`src/rtl/weighted_sum_accumulator_pkg.sv`:
```
// Shared widths and FSM encoding for the weighted-sum accumulator that feeds
// the pipelined divider.
package weighted_sum_accumulator_pkg;

  localparam int PIXEL_W  = 8;
  localparam int WEIGHT_W = 4;
  localparam int SUM_W    = 28;
  localparam int COUNT_W  = 20;
  localparam int PROD_W   = PIXEL_W + WEIGHT_W;

  typedef enum logic {
    ST_IDLE  = 1'b0,
    ST_ACCUM = 1'b1
  } state_e;

endpackage

```
`src/rtl/sat_adder.sv`:
```
// Unsigned adder that clamps at all-ones and flags when clamping happened.
module sat_adder #(
  parameter int W = 8
) (
  input  logic [W-1:0] a_i,
  input  logic [W-1:0] b_i,
  output logic [W-1:0] sum_o,
  output logic         ovf_o
);

  logic [W:0] full;

  always_comb begin
    full  = {1'b0, a_i} + {1'b0, b_i};
    ovf_o = full[W];
    sum_o = full[W] ? {W{1'b1}} : full[W-1:0];
  end

endmodule

```
`src/rtl/weighted_sum_accumulator.sv`:
```
// Two-stage weighted-sum accumulator: stage 1 registers pixel*weight, stage 2
// accumulates the group and emits one StartOut pulse per completed group.
module weighted_sum_accumulator
  import weighted_sum_accumulator_pkg::*;
(
  input  logic                clock,
  input  logic                reset,
  input  logic [PIXEL_W-1:0]  PixelIn,
  input  logic [WEIGHT_W-1:0] WeightIn,
  input  logic                ValidIn,
  input  logic                FirstIn,
  input  logic                LastIn,
  output logic [SUM_W-1:0]    DataOut,
  output logic [COUNT_W-1:0]  Divisor,
  output logic                StartOut,
  output logic                SatOut,
  output logic                ErrorOut
);

  logic                s1_valid_q;
  logic [PROD_W-1:0]   s1_prod_q;
  logic [WEIGHT_W-1:0] s1_weight_q;
  logic                s1_first_q;
  logic                s1_last_q;

  state_e              state_q, state_d;
  logic [SUM_W-1:0]    acc_q;
  logic [COUNT_W-1:0]  cnt_q;
  logic                grp_sat_q;

  logic [SUM_W-1:0]    data_q;
  logic [COUNT_W-1:0]  div_q;
  logic                start_q, sat_out_q, error_q;

  logic [PROD_W-1:0]   prod;
  logic [SUM_W-1:0]    acc_base, acc_sum;
  logic [COUNT_W-1:0]  cnt_base, cnt_sum;
  logic                sum_ovf, cnt_ovf;
  logic                drop, take, emit, zero_total, grp_sat_d, err_set;

  assign prod = PROD_W'(PixelIn) * PROD_W'(WeightIn);

  // A beat carrying FirstIn always starts from zero, so a mid-group FirstIn
  // discards the partial totals instead of adding to them.
  assign acc_base = s1_first_q ? '0 : acc_q;
  assign cnt_base = s1_first_q ? '0 : cnt_q;

  sat_adder #(.W(SUM_W)) u_sum_add (
    .a_i   (acc_base),
    .b_i   (SUM_W'(s1_prod_q)),
    .sum_o (acc_sum),
    .ovf_o (sum_ovf)
  );

  sat_adder #(.W(COUNT_W)) u_cnt_add (
    .a_i   (cnt_base),
    .b_i   (COUNT_W'(s1_weight_q)),
    .sum_o (cnt_sum),
    .ovf_o (cnt_ovf)
  );

  always_comb begin
    state_d    = state_q;
    drop       = s1_valid_q && (state_q == ST_IDLE) && !s1_first_q;
    take       = s1_valid_q && !drop;
    emit       = take && s1_last_q;
    zero_total = (cnt_sum == '0);
    grp_sat_d  = (s1_first_q ? 1'b0 : grp_sat_q) | sum_ovf | cnt_ovf;
    err_set    = drop
              || (take && (state_q == ST_ACCUM) && s1_first_q)
              || (emit && zero_total);
    if (take) begin
      state_d = s1_last_q ? ST_IDLE : ST_ACCUM;
    end
  end

  always_ff @(posedge clock) begin
    if (reset) begin
      s1_valid_q  <= 1'b0;
      s1_prod_q   <= '0;
      s1_weight_q <= '0;
      s1_first_q  <= 1'b0;
      s1_last_q   <= 1'b0;
      state_q     <= ST_IDLE;
      acc_q       <= '0;
      cnt_q       <= '0;
      grp_sat_q   <= 1'b0;
      data_q      <= '0;
      div_q       <= '0;
      start_q     <= 1'b0;
      sat_out_q   <= 1'b0;
      error_q     <= 1'b0;
    end else begin
      s1_valid_q <= ValidIn;
      if (ValidIn) begin
        s1_prod_q   <= prod;
        s1_weight_q <= WeightIn;
        s1_first_q  <= FirstIn;
        s1_last_q   <= LastIn;
      end
      state_q <= state_d;
      if (take) begin
        acc_q     <= acc_sum;
        cnt_q     <= cnt_sum;
        grp_sat_q <= grp_sat_d;
      end
      // A zero weight total never reaches the divider; outputs keep the last group.
      start_q   <= emit && !zero_total;
      sat_out_q <= emit && !zero_total && grp_sat_d;
      if (emit && !zero_total) begin
        data_q <= acc_sum;
        div_q  <= cnt_sum;
      end
      if (err_set) begin
        error_q <= 1'b1;
      end
    end
  end

  assign DataOut  = data_q;
  assign Divisor  = div_q;
  assign StartOut = start_q;
  assign SatOut   = sat_out_q;
  assign ErrorOut = error_q;

endmodule

```
`config.mk`:
```
export PLATFORM = sky130hd
export DESIGN_NAME = weighted_sum_accumulator
export DESIGN_NICKNAME = d
export VERILOG_FILES = /design/src/rtl/weighted_sum_accumulator_pkg.sv /design/src/rtl/sat_adder.sv /design/src/rtl/weighted_sum_accumulator.sv
export SDC_FILE = /design/constraint.sdc
export NUM_CORES = 1
export LEC_CHECK = 0
export ABC_AREA = 1
export CAP_MARGIN = 5
export CORE_UTILIZATION = 23
export CTS_CLUSTER_SIZE = 40
export DETAILED_ROUTE_END_ITERATION = 10
export PLACE_DENSITY_LB_ADDON = 0.2
export SETUP_SLACK_MARGIN = 0.4
export SYNTH_ARGS = -nofsm -noshare
export SYNTH_HDL_FRONTEND = slang
export SYNTH_SLANG_ARGS = --single-unit
```
`constraint.sdc`:
```
create_clock -name clock -period 4.05 [get_ports clock]
set_input_delay 0.81 -clock clock [delete_from_list [all_inputs] [get_ports clock]]
set_output_delay 0.81 -clock clock [all_outputs]
set_load 0.02 [all_outputs]
```
Yosys cells after proc, flatten, opt, wreduce, memory -nomap -nowiden
Cells that the tools add are included.
{"block": "op_classes", "mul": 1, "reduce_logical": 15, "n_mux": 6, "bitwise": 3, "n_addsub": 2}
{"op": "$mux 28", "n": 2}
{"op": "$mux 20", "n": 2}
{"op": "$add 28x12->29", "n": 1}
{"op": "$add 20x4->21", "n": 1}
{"op": "$logic_not 20->1", "n": 1}
{"op": "$mul 8x4->12", "n": 1}
{"op": "$logic_and 1x1->1", "n": 9}
{"op": "$logic_not 1->1", "n": 3}
{"op": "$logic_or 1x1->1", "n": 2}
{"op": "$mux 1", "n": 2}
{"op": "$or 1x1->1", "n": 2}
{"op": "$not 1->1", "n": 1}
{"block": "totals", "input_bits": 17, "out_inout_bits": 51, "regBits": 120}

Logic depth before layout (Yosys ltp)
Gate-level depths: netlist of the first run.
{"block": "depth", "ltp_word": 9, "depth_mapped": 26, "ltp_nobuf": 21}

By module
A second synthesis of the first run with hierarchy kept.
{"block": "hier_totals", "hier_cells": 1609, "area_unflattened_um2": 9724.3}
{"mod": "weighted_sum_accumulator", "area_each_um2": 5921.9, "instances": 1, "seq_area_each_um2": 2402.3, "cells_per_inst": 861}
{"mod": "sat_adder at u_sum_add", "area_each_um2": 2362.3, "instances": 1, "seq_area_each_um2": 0.0, "cells_per_inst": 459}
{"mod": "sat_adder at u_cnt_add", "area_each_um2": 1440.1, "instances": 1, "seq_area_each_um2": 0.0, "cells_per_inst": 289}

Worst setup path before layout of the first run
OpenSTA, ideal clock, no wires.
{"block": "synth_timing", "path_type": "input -> register", "startpoint": "in WeightIn[3]", "endpoint": "reg s1_prod_q[10]", "required_time_ns": 3.941, "path_stages": 18, "path_slack_ns": 0.183, "setup_ns": 0.109, "arrival_time_ns": 3.759, "cell_sequence": "clkbuf_1 -> nand2_1 -> fa_1 -> inv_1 -> fa_1 -> inv_1 -> fa_1 -> o21ai_0 -> nand2_1 -> nand2_1 -> a21oi_1 -> nor2_1 -> nor2_1 -> o21bai_1 -> xnor2_1 -> nand2_1 -> nand2_1 -> inv_1"}
{"block": "synth_via", "elab_chain_cells": 1}
{"item": "start: declaration", "line": "weighted_sum_accumulator.sv:9", "source": "input logic [WEIGHT_W-1:0] WeightIn,"}
{"item": "$mul 8x4->12", "line": "weighted_sum_accumulator.sv:41", "source": "assign prod = PROD_W'(PixelIn) * PROD_W'(WeightIn);"}
{"item": "end signal: assignment", "line": "weighted_sum_accumulator.sv:96", "source": "s1_prod_q <= prod;"}
{"item": "end: declaration", "line": "weighted_sum_accumulator.sv:21", "source": "logic [PROD_W-1:0] s1_prod_q;"}
No other way between the ends.
A chain may end at the register's enable or synchronous reset.

Worst setup path in the final report of the first run
{"block": "layout_timing", "startpoint": "in PixelIn[4]", "endpoint": "reg s1_prod_q[10]"}
{"block": "layout_via", "elab_chain_cells": 1}
{"item": "start: declaration", "line": "weighted_sum_accumulator.sv:8", "source": "input logic [PIXEL_W-1:0] PixelIn,"}
{"item": "$mul 8x4->12", "line": "weighted_sum_accumulator.sv:41"}
No other way between the ends.

==> reports/metrics.yaml, run 1 <==
yosys:
  synth_seq_area_share_pct: 31.1
  synth_area_leaders: "dfxtp_1, nand2_1, nor2_1"
  netlist_area_mm2: 0.00773
  synth-edff-count: 0
  yosys.area.top_type: "dfxtp_1"
  synth_ff_type: "dfxtp_1"
  synth_async_sr_flop_share_pct: 0
  synth_area_per_cell_um2: 6.56
  syn_inst: 1179
  ys_seq_elements: 120
  yosysUniqueCellTypes: 41
  yosysWarnings: 0
  syn_nets: 1242
  synth_top_area_share_pct: 31.1
run:
  maxCapViolations: 0
drt:
  routedWlPerCell_um: 12.8
  drc: 0
  vias: 7372
  routed_via_density: 4.37
  drt-total-wl_um: 21500
  first_iter_violations: 386
  ant_nets: 0
  drt_first_pass_iters: 7
sta:
  finalSetupViolCount: 0
  maxSlewViolCount: 0
  whs_ns: 0.472
  setup_ws_ns: 0.629
  fmax_mhz: 292
  tightest_slew_ns: 0.967
  min_period_over_period_pct: 84.5
  relSlewSlack_pct: 35.5
  timing_hold_violations_final: 0
  period_minus_slack_ns: 3.42
  setup-tns-final_ns: 0
  rsz0062_at_grt: "yes"
  worst_clock_skew_ns: 0.0120
grt:
  grt_pass1_vias: 7242
  antenna_found_initial: 0
  grt_usage_pct: 13.5
  grt_max_degree: 79
  grt-ovfl-total: 0
  grt_pass1_wl_um: 36600
clock_tree:
  cts_buffers: 17
  hold_buffers: 0
  clk_path_buf_depth: 2
  clkLatencyLatePin_ns: 0.42
  cts-root-buf: "clkbuf_16"
  cts.sinks: 120
  cts_tree: "built"
  clk_pin_slew_ns: 0.06
  htreeDepth: 4
floorplan:
  dieArea_mm2: 0.0344
  die_y_um: 185
  pin_count: 68
  fp.dieW_um: 185
  std_cell_rows: 66
  core_area_mm2: 0.0328
  floorplan.initialDensity_pct: 23.6
worst_setup_path:
  crit_start: "PixelIn[4]"
  r2r_start: "s1_first_q"
  timing.rr.end: "DataOut[3]"
  start_kind: "primary input"
  worst-setup-path-type: "in -> reg"
  worstPathMaxFanout: 3
  cp_data_arrival_time_ns: 3.74
  r2r_setup_slack_ns: 0.75
  reg2regPathDepth: 17
  critPathCapture: "s1_prod_q[10]"
  worst_setup_path_end_kind: "flop"
  required_ns: 4.37
power:
  p_per_area_mw_per_mm2: 378
  finalPower_w: 0.00361
  p_leak_nw: 4.41
  ir_drop_uv: 227
finish:
  antenna_cells: 0
  final_common_cell: "nand2_1"
  most-common-layout-cells: "nand2_1, nor2_1, inv_1"
  areaGrowthSynthToFinish_pct: 23.7
  finalNonFillerCells: 1688
  nFillCells: 3657
  final_nets: 1296
  drive_above_1_share_pct: 8.19
placed_design:
  port-buffer-count: 67
  post-dp-hpwl_um: 15800
  gp_congestion: 0.852
  dp.cells: 1655
  place_ws_ns: -0.157
status:
  run_status: "completed"
min_path:
  hp-class: "reg -> reg"
## layout make-up
| cell class | instances | area (um2) | share of cell area (%) |
|---|---|---|---|
| clock buffers | 17 | 425 | 4.45 |
| multi-input cells | 831 | 4470 | 46.7 |
| clock inverters | 15 | 165 | 1.73 |
| well taps | 442 | 553 | 5.78 |
| inverters | 168 | 636 | 6.65 |
| flip-flops and latches | 120 | 2400 | 25.1 |
| repair buffers | 95 | 915 | 9.56 |
## synthesized netlist by cell type, drive strengths merged (4+ instances only)
cell type  number
inv           164
o21ai          59
nand4           9
clkinv          4
nor2          206
dfxtp         120
xor2           18
buf            30
nor3            7
nand3b         12
a21oi          96
fa             14
o211ai         24
xnor2          12
ha             32
clkbuf         30
nand3         102
nand2         223
## per-stage QoR
stage / cell area (um2) / util, %
after floorplan: 7760 / -
after global placement: 8890 / 27.1
after detailed placement: 8890 / 27.1
after CTS: 9480 / 28.9
after global routing: 9560 / 29.2
final: 9560 / 29.2
## worst max-delay path, stage by stage
cell and delay (ns):
clkdlybuf4s50_1 0.45, nand2_1 0.09, inv_1 0.05, fa_1 0.48, inv_1 0.06, fa_1 0.52, inv_1 0.06, ha_4 0.28
nand2_1 0.06, o21ai_2 0.15, nand2_1 0.06, nand2_1 0.07, a21oi_2 0.06, nor2_1 0.08, nor2_1 0.05, o21bai_1 0.16
xnor2_1 0.13, nand2_1 0.06, nand2_1 0.06, inv_1 0.03
## power breakdown
| part | internal (W) | switching, W | total, W |
|---|---|---|---|
| logic | 0.000304 | 0.000462 | 0.000766 |
| registers | 0.00125 | 0.0000494 | 0.00130 |
| clock network | 0.000918 | 0.000625 | 0.00154 |
## how the worst min path moves through the flow
stage | from | end | slack [ns] | cells after the start
final | s1_weight_q[0] | s1_weight_q[0] | 0.47 | 2
after global routing | DataOut[19] | DataOut[19] | 0.51 | 2
after global placement | s1_weight_q[0] | s1_weight_q[0] | 0.46 | 2
after floorplan | s1_weight_q[0] | s1_weight_q[0] | 0.45 | 2
after CTS | s1_weight_q[0] | s1_weight_q[0] | 0.47 | 2
after detailed placement | s1_weight_q[0] | s1_weight_q[0] | 0.46 | 2
## logic make-up after synthesis
| family | Yosys count | synth area share (%) |
|---|---|---|
| simple gates | 568 | 31.4 |
| compound gates | 187 | 13.1 |
| xor+xnor | 30 | 3.40 |
| flops | 120 | 31.1 |
| fa+ha+maj | 46 | 8.80 |
| buf+inv | 228 | 12.2 |
## what timing repair did
action	CTS	global route
pin swaps	0	5
setup buffers	0	1
gates resized for setup	1	21
setup endpoints to repair	2	50
## metal layers
layer,GRT usage (%),wire length [um],vias up
met1,17.5,10800,3387
met5,0,0,-
met2,22.7,9930,102
met3,2.14,612,17
met4,3.90,217,0
li1,-,-,3866
## registers in the layout (all words and copies together), names as in the netlist
register / cells
DataOut: 28
acc_q: 28
Divisor: 20
cnt_q: 20
s1_prod_q: 12
s1_weight_q: 4
ErrorOut: 1
SatOut: 1
StartOut: 1
grp_sat_q: 1
s1_first_q: 1
s1_last_q: 1
s1_valid_q: 1
state_q: 1
Note: power is estimated with default switching activity, not from simulation.
==> inputs of run 2 (changes only) <==
Clock period 4.05 ns to 3.2 ns, I/O delays scaled along.
==> run 2 against run 1 <==
Register-to-register slack worse by 0.48 ns. Non-clock buffer count is 55 higher. Sequential share of layout area is 3.5 points lower. Critical path type unchanged. Highest routed layer unchanged.
==> reports/metrics.yaml, run 2 (same netlist as run 1, synthesis figures left out) <==
grt:
  grt_pass1_wl_um: 37800
  grt-ovfl-total: 0
  grt_usage_pct: 14.0
  grt_max_degree: 90
  antenna_found_initial: 0
  grt_pass1_vias: 7426
finish:
  final_common_cell: "nand2_1"
  drive_above_1_share_pct: 24.4
  areaGrowthSynthToFinish_pct: 43.9
  nFillCells: 3493
  antenna_cells: 0
  most-common-layout-cells: "nand2_1, nor2_1, inv_1"
  fin_util_pct: 34.0
  final_nets: 1351
power:
  p_leak_nw: 4.99
  ir_drop_uv: 287
  p_per_area_mw_per_mm2: 453
floorplan:
  std_cell_rows: 66
  core_area_mm2: 0.0328
  floorplan.initialDensity_pct: 23.6
  dieArea_mm2: 0.0344
  pin_count: 68
  die_y_um: 185
  fp.dieW_um: 185
worst_setup_path:
  required_ns: 3.52
  worstPathMaxFanout: 4
  start_kind: "primary input"
  worst-setup-path-type: "in -> reg"
  r2r_setup_slack_ns: 0.27
  cp_data_arrival_time_ns: 3.36
  worst_setup_path_end_kind: "flop"
sta:
  setup-tns-final_ns: 0
  min_period_over_period_pct: 94.9
  maxSlewViolCount: 0
  relSlewSlack_pct: 47.8
  finalSetupViolCount: 0
  fmax_mhz: 329
  worst_clock_skew_ns: 0.0111
  timing_hold_violations_final: 0
  period_minus_slack_ns: 3.04
  rsz0062_at_grt: "yes"
  tightest_slew_ns: 0.783
drt:
  first_iter_violations: 354
  vias: 7745
  routed_via_density: 4.44
  drc: 0
  routedWlPerCell_um: 13.4
  ant_nets: 0
  drt-total-wl_um: 23400
  drt_first_pass_iters: 4
clock_tree:
  cts.sinks: 120
  hold_buffers: 0
  cts_tree: "built"
  cts-root-buf: "clkbuf_16"
  clk_pin_slew_ns: 0.06
  clk_path_buf_depth: 2
  clkLatencyLatePin_ns: 0.42
  cts_buffers: 17
  htreeDepth: 4
run:
  maxCapViolations: 0
status:
  run_status: "completed"
placed_design:
  port-buffer-count: 67
  gp_congestion: 0.862
  post-dp-hpwl_um: 16100
min_path:
  hp-class: "reg -> reg"
## run 2: cell types whose count changed in the layout (fill, tap and decap cells not counted), sizes merged
cell,change
inv,-1
dlymetal6s2s,-6
clkdlybuf4s15,+1
clkdlybuf4s50,-2
buf,+57
bufinv,+1
clkinv,+1
clkinvlp,-1
clkbuf,+5
## run 2: area by class of cell
cell class              instances  area, um2  share of cell area, %
inverters                     168        642                   5.77
clock inverters                15        191                   1.72
repair buffers                150       1690                   15.2
clock buffers                  17        425                   3.82
flip-flops and latches        120       2410                   21.6
well taps                     442        553                   4.97
multi-input cells             831       5220                   46.9
## run 2: critical path, stage by stage
cell	delay [ns]
buf_6	0.09
buf_6	0.12
buf_6	0.11
nand2_2	0.05
inv_2	0.03
fa_1	0.47
inv_1	0.05
fa_1	0.49
inv_2	0.04
ha_4	0.28
nand2_2	0.05
o21ai_2	0.14
nand2_1	0.06
nand2_1	0.07
a21oi_2	0.06
nor2_1	0.10
nor2_1	0.05
o21bai_1	0.17
xnor2_1	0.13
nand2_1	0.06
nand2_1	0.06
inv_1	0.03
## run 2: per-stage QoR
step           instances  instance area [um2]  hold WS [ns]  setup WS [ns]  total power, W
6_report            1743                11100         0.469          0.163         0.00505
2_1_floorplan       1179                 8120         0.447         -0.102         0.00244
3_3_place_gp        1677                 9390         0.458         -0.669         0.00276
5_1_grt             1743                11100         0.488        -0.0356         0.00535
4_1_cts             1733                10500         0.481          0.142         0.00497
3_5_place_dp        1677                 9390         0.466         -0.676         0.00276
## run 2: path summary, 6_finish.rpt
kind	cells after the start	end	from
max	22	s1_prod_q[10]	WeightIn[3]
min	2	Divisor[1]	Divisor[1]
max reg2reg	18	Divisor[4]	s1_first_q
min reg2reg	2	Divisor[1]	Divisor[1]
## run 2: power breakdown
group	internal, W	switching (W)
clock	0.00124	0.000807
sequential	0.00159	0.0000681
combinational	0.000609	0.000734
total	0.00344	0.00161
## run 2: what timing repair did
action	in CTS	in global routing
gates resized for setup	77	108
endpoints found under the setup margin	84	77
pin swaps	44	69
setup buffers	17	4
cloned	7	6
endpoints found under the hold margin	0	0
## run 2: per-layer routing
metal,global-route usage (%),part of all wire (%),vias up
li1,-,-,3983
met3,2.12,3.1,18
met4,4.13,1.3,0
met1,18.5,49,3635
met5,0,0,-
met2,23.3,46,109
==> inputs of run 3 (changes only) <==
Settings changed: TNS_END_PERCENT set to 30.
Clock period 3.2 ns to 3.6 ns, I/O delays scaled along.
==> run 3 against run 2 <==
Worst hold slack improved by 0.0059 ns. Largest cell class unchanged. Die area did not move. Critical path depth fell by 7. Cell count fell by 2.3%. Sequential cell count did not move. Via count fell by 4.7%.
==> reports/metrics.yaml, run 3 (same netlist as run 1, synthesis figures left out) <==
finish:
  drive_above_1_share_pct: 11.1
  final_nets: 1311
  most-common-layout-cells: "nand2_1, nor2_1, inv_1"
  final_common_cell: "nand2_1"
  antenna_cells: 0
  areaGrowthSynthToFinish_pct: 26.8
power:
  p_switching_w: 0.00128
  p_per_area_mw_per_mm2: 426
  clockPowerShare_pct: 42.7
  p_comb_share_pct: 22.2
  p_sw_share_pct: 30.5
  p_leak_nw: 4.50
  finalPower_w: 0.00418
  share_seq_of_total_power_pct: 35.1
  internal-power_w: 0.00290
  ir_drop_uv: 266
sta:
  finalSetupViolCount: 0
  rsz0062_at_grt: "yes"
  worst_clock_skew_ns: 0.0115
  setup_ws_ns: 0.570
  relSlewSlack_pct: 48.0
  maxSlewViolCount: 0
  timing_hold_violations_final: 0
  period_minus_slack_ns: 3.03
  fmax_mhz: 330
  whs_ns: 0.475
  tightest_slew_ns: 0.781
  min_period_over_period_pct: 84.2
worst_setup_path:
  cp_data_arrival_time_ns: 3.34
  start_kind: "primary input"
  worst_setup_path_end_kind: "flop"
  worst-setup-path-type: "in -> reg"
  worstPathMaxFanout: 4
  required_ns: 3.91
run:
  maxCapViolations: 0
placed_design:
  post-dp-hpwl_um: 15900
  gp_congestion: 0.837
  port-buffer-count: 67
  place_ws_ns: -0.436
status:
  run_status: "completed"
drt:
  routed_via_density: 4.33
  routedWlPerCell_um: 12.8
  drc: 0
  vias: 7379
  drt-total-wl_um: 21900
  first_iter_violations: 377
  drt_first_pass_iters: 5
  ant_nets: 0
grt:
  grt-ovfl-total: 0
  grt_usage_pct: 13.4
  grt_max_degree: 79
  grt_pass1_wl_um: 36500
  antenna_found_initial: 0
  grt_pass1_vias: 7350
floorplan:
  core_area_mm2: 0.0328
  fp.dieW_um: 185
  std_cell_rows: 66
  floorplan.initialDensity_pct: 23.6
  die_y_um: 185
  dieArea_mm2: 0.0344
  pin_count: 68
clock_tree:
  clkLatencyLatePin_ns: 0.42
  clk_path_buf_depth: 2
  htreeDepth: 4
  cts.sinks: 120
  cts_tree: "built"
  hold_buffers: 0
  clk_pin_slew_ns: 0.06
  cts-root-buf: "clkbuf_16"
  cts_buffers: 17
min_path:
  hp-class: "reg -> reg"
[run 3: per-layer routing]
metal / GRT usage [%] / share of wire, % / vias up
met5: 0 / 0 / -
met4: 3.54 / 0.96 / 0
met3: 2.08 / 3.1 / 18
met2: 22.7 / 46 / 110
met1: 17.4 / 50 / 3361
li1: - / - / 3890
[run 3: cell type report]
type	count	area (um2)
inverter	168	638
clock buffer	21	480
timing repair buffer	110	1040
fill	3648	23000
multi-input combinational	831	4550
tap	442	553
sequential	120	2400
clock inverter	11	135
[run 3: through the flow]
step,util (%),setup TNS [ns],cell area [um2],instances
after floorplan,-,0,7860,1179
after global routing,29.9,0,9810,1703
after CTS,29.7,0,9740,1701
after detailed placement,27.7,-1.87,9080,1668
after global placement,27.7,-1.65,9080,1668
final,29.9,0,9810,1703
[run 3: worst paths after layout]
path / start / endpoint / slack (ns) / depth (start not counted)
max: PixelIn[6] / s1_prod_q[11] / 0.57 / 15
min: s1_weight_q[0] / s1_weight_q[0] / 0.48 / 2
max reg2reg: s1_first_q / Divisor[13] / 0.62 / 15
min reg2reg: s1_weight_q[0] / s1_weight_q[0] / 0.48 / 2
[run 3: worst max-delay path, stage by stage]
cell and delay, ns:
clkdlybuf4s50_1 0.50, nand2_1 0.08, fa_1 0.46, fa_1 0.54, inv_1 0.06, ha_4 0.28
nand2_1 0.06, nor2_2 0.10, nand3_1 0.11, o2111ai_2 0.10, nand2_1 0.07, inv_1 0.05
o21ai_0 0.07, o211ai_1 0.10, inv_1 0.05
[run 3: power by group through the flow]
stage               Clock (W)  Combinational [W]  Sequential [W]
floorplan                   0           0.000609         0.00150
finish                0.00178           0.000929         0.00146
detailed placement          0           0.000901         0.00149
global route          0.00188            0.00106         0.00148
global placement            0           0.000898         0.00149
CTS                   0.00182           0.000923         0.00146
[run 3: repair_timing]
item / CTS / global route
setup buffers: 1 / 2
setup endpoints to repair: 53 / 80
resized for setup: 16 / 50
pin swaps: 3 / 12
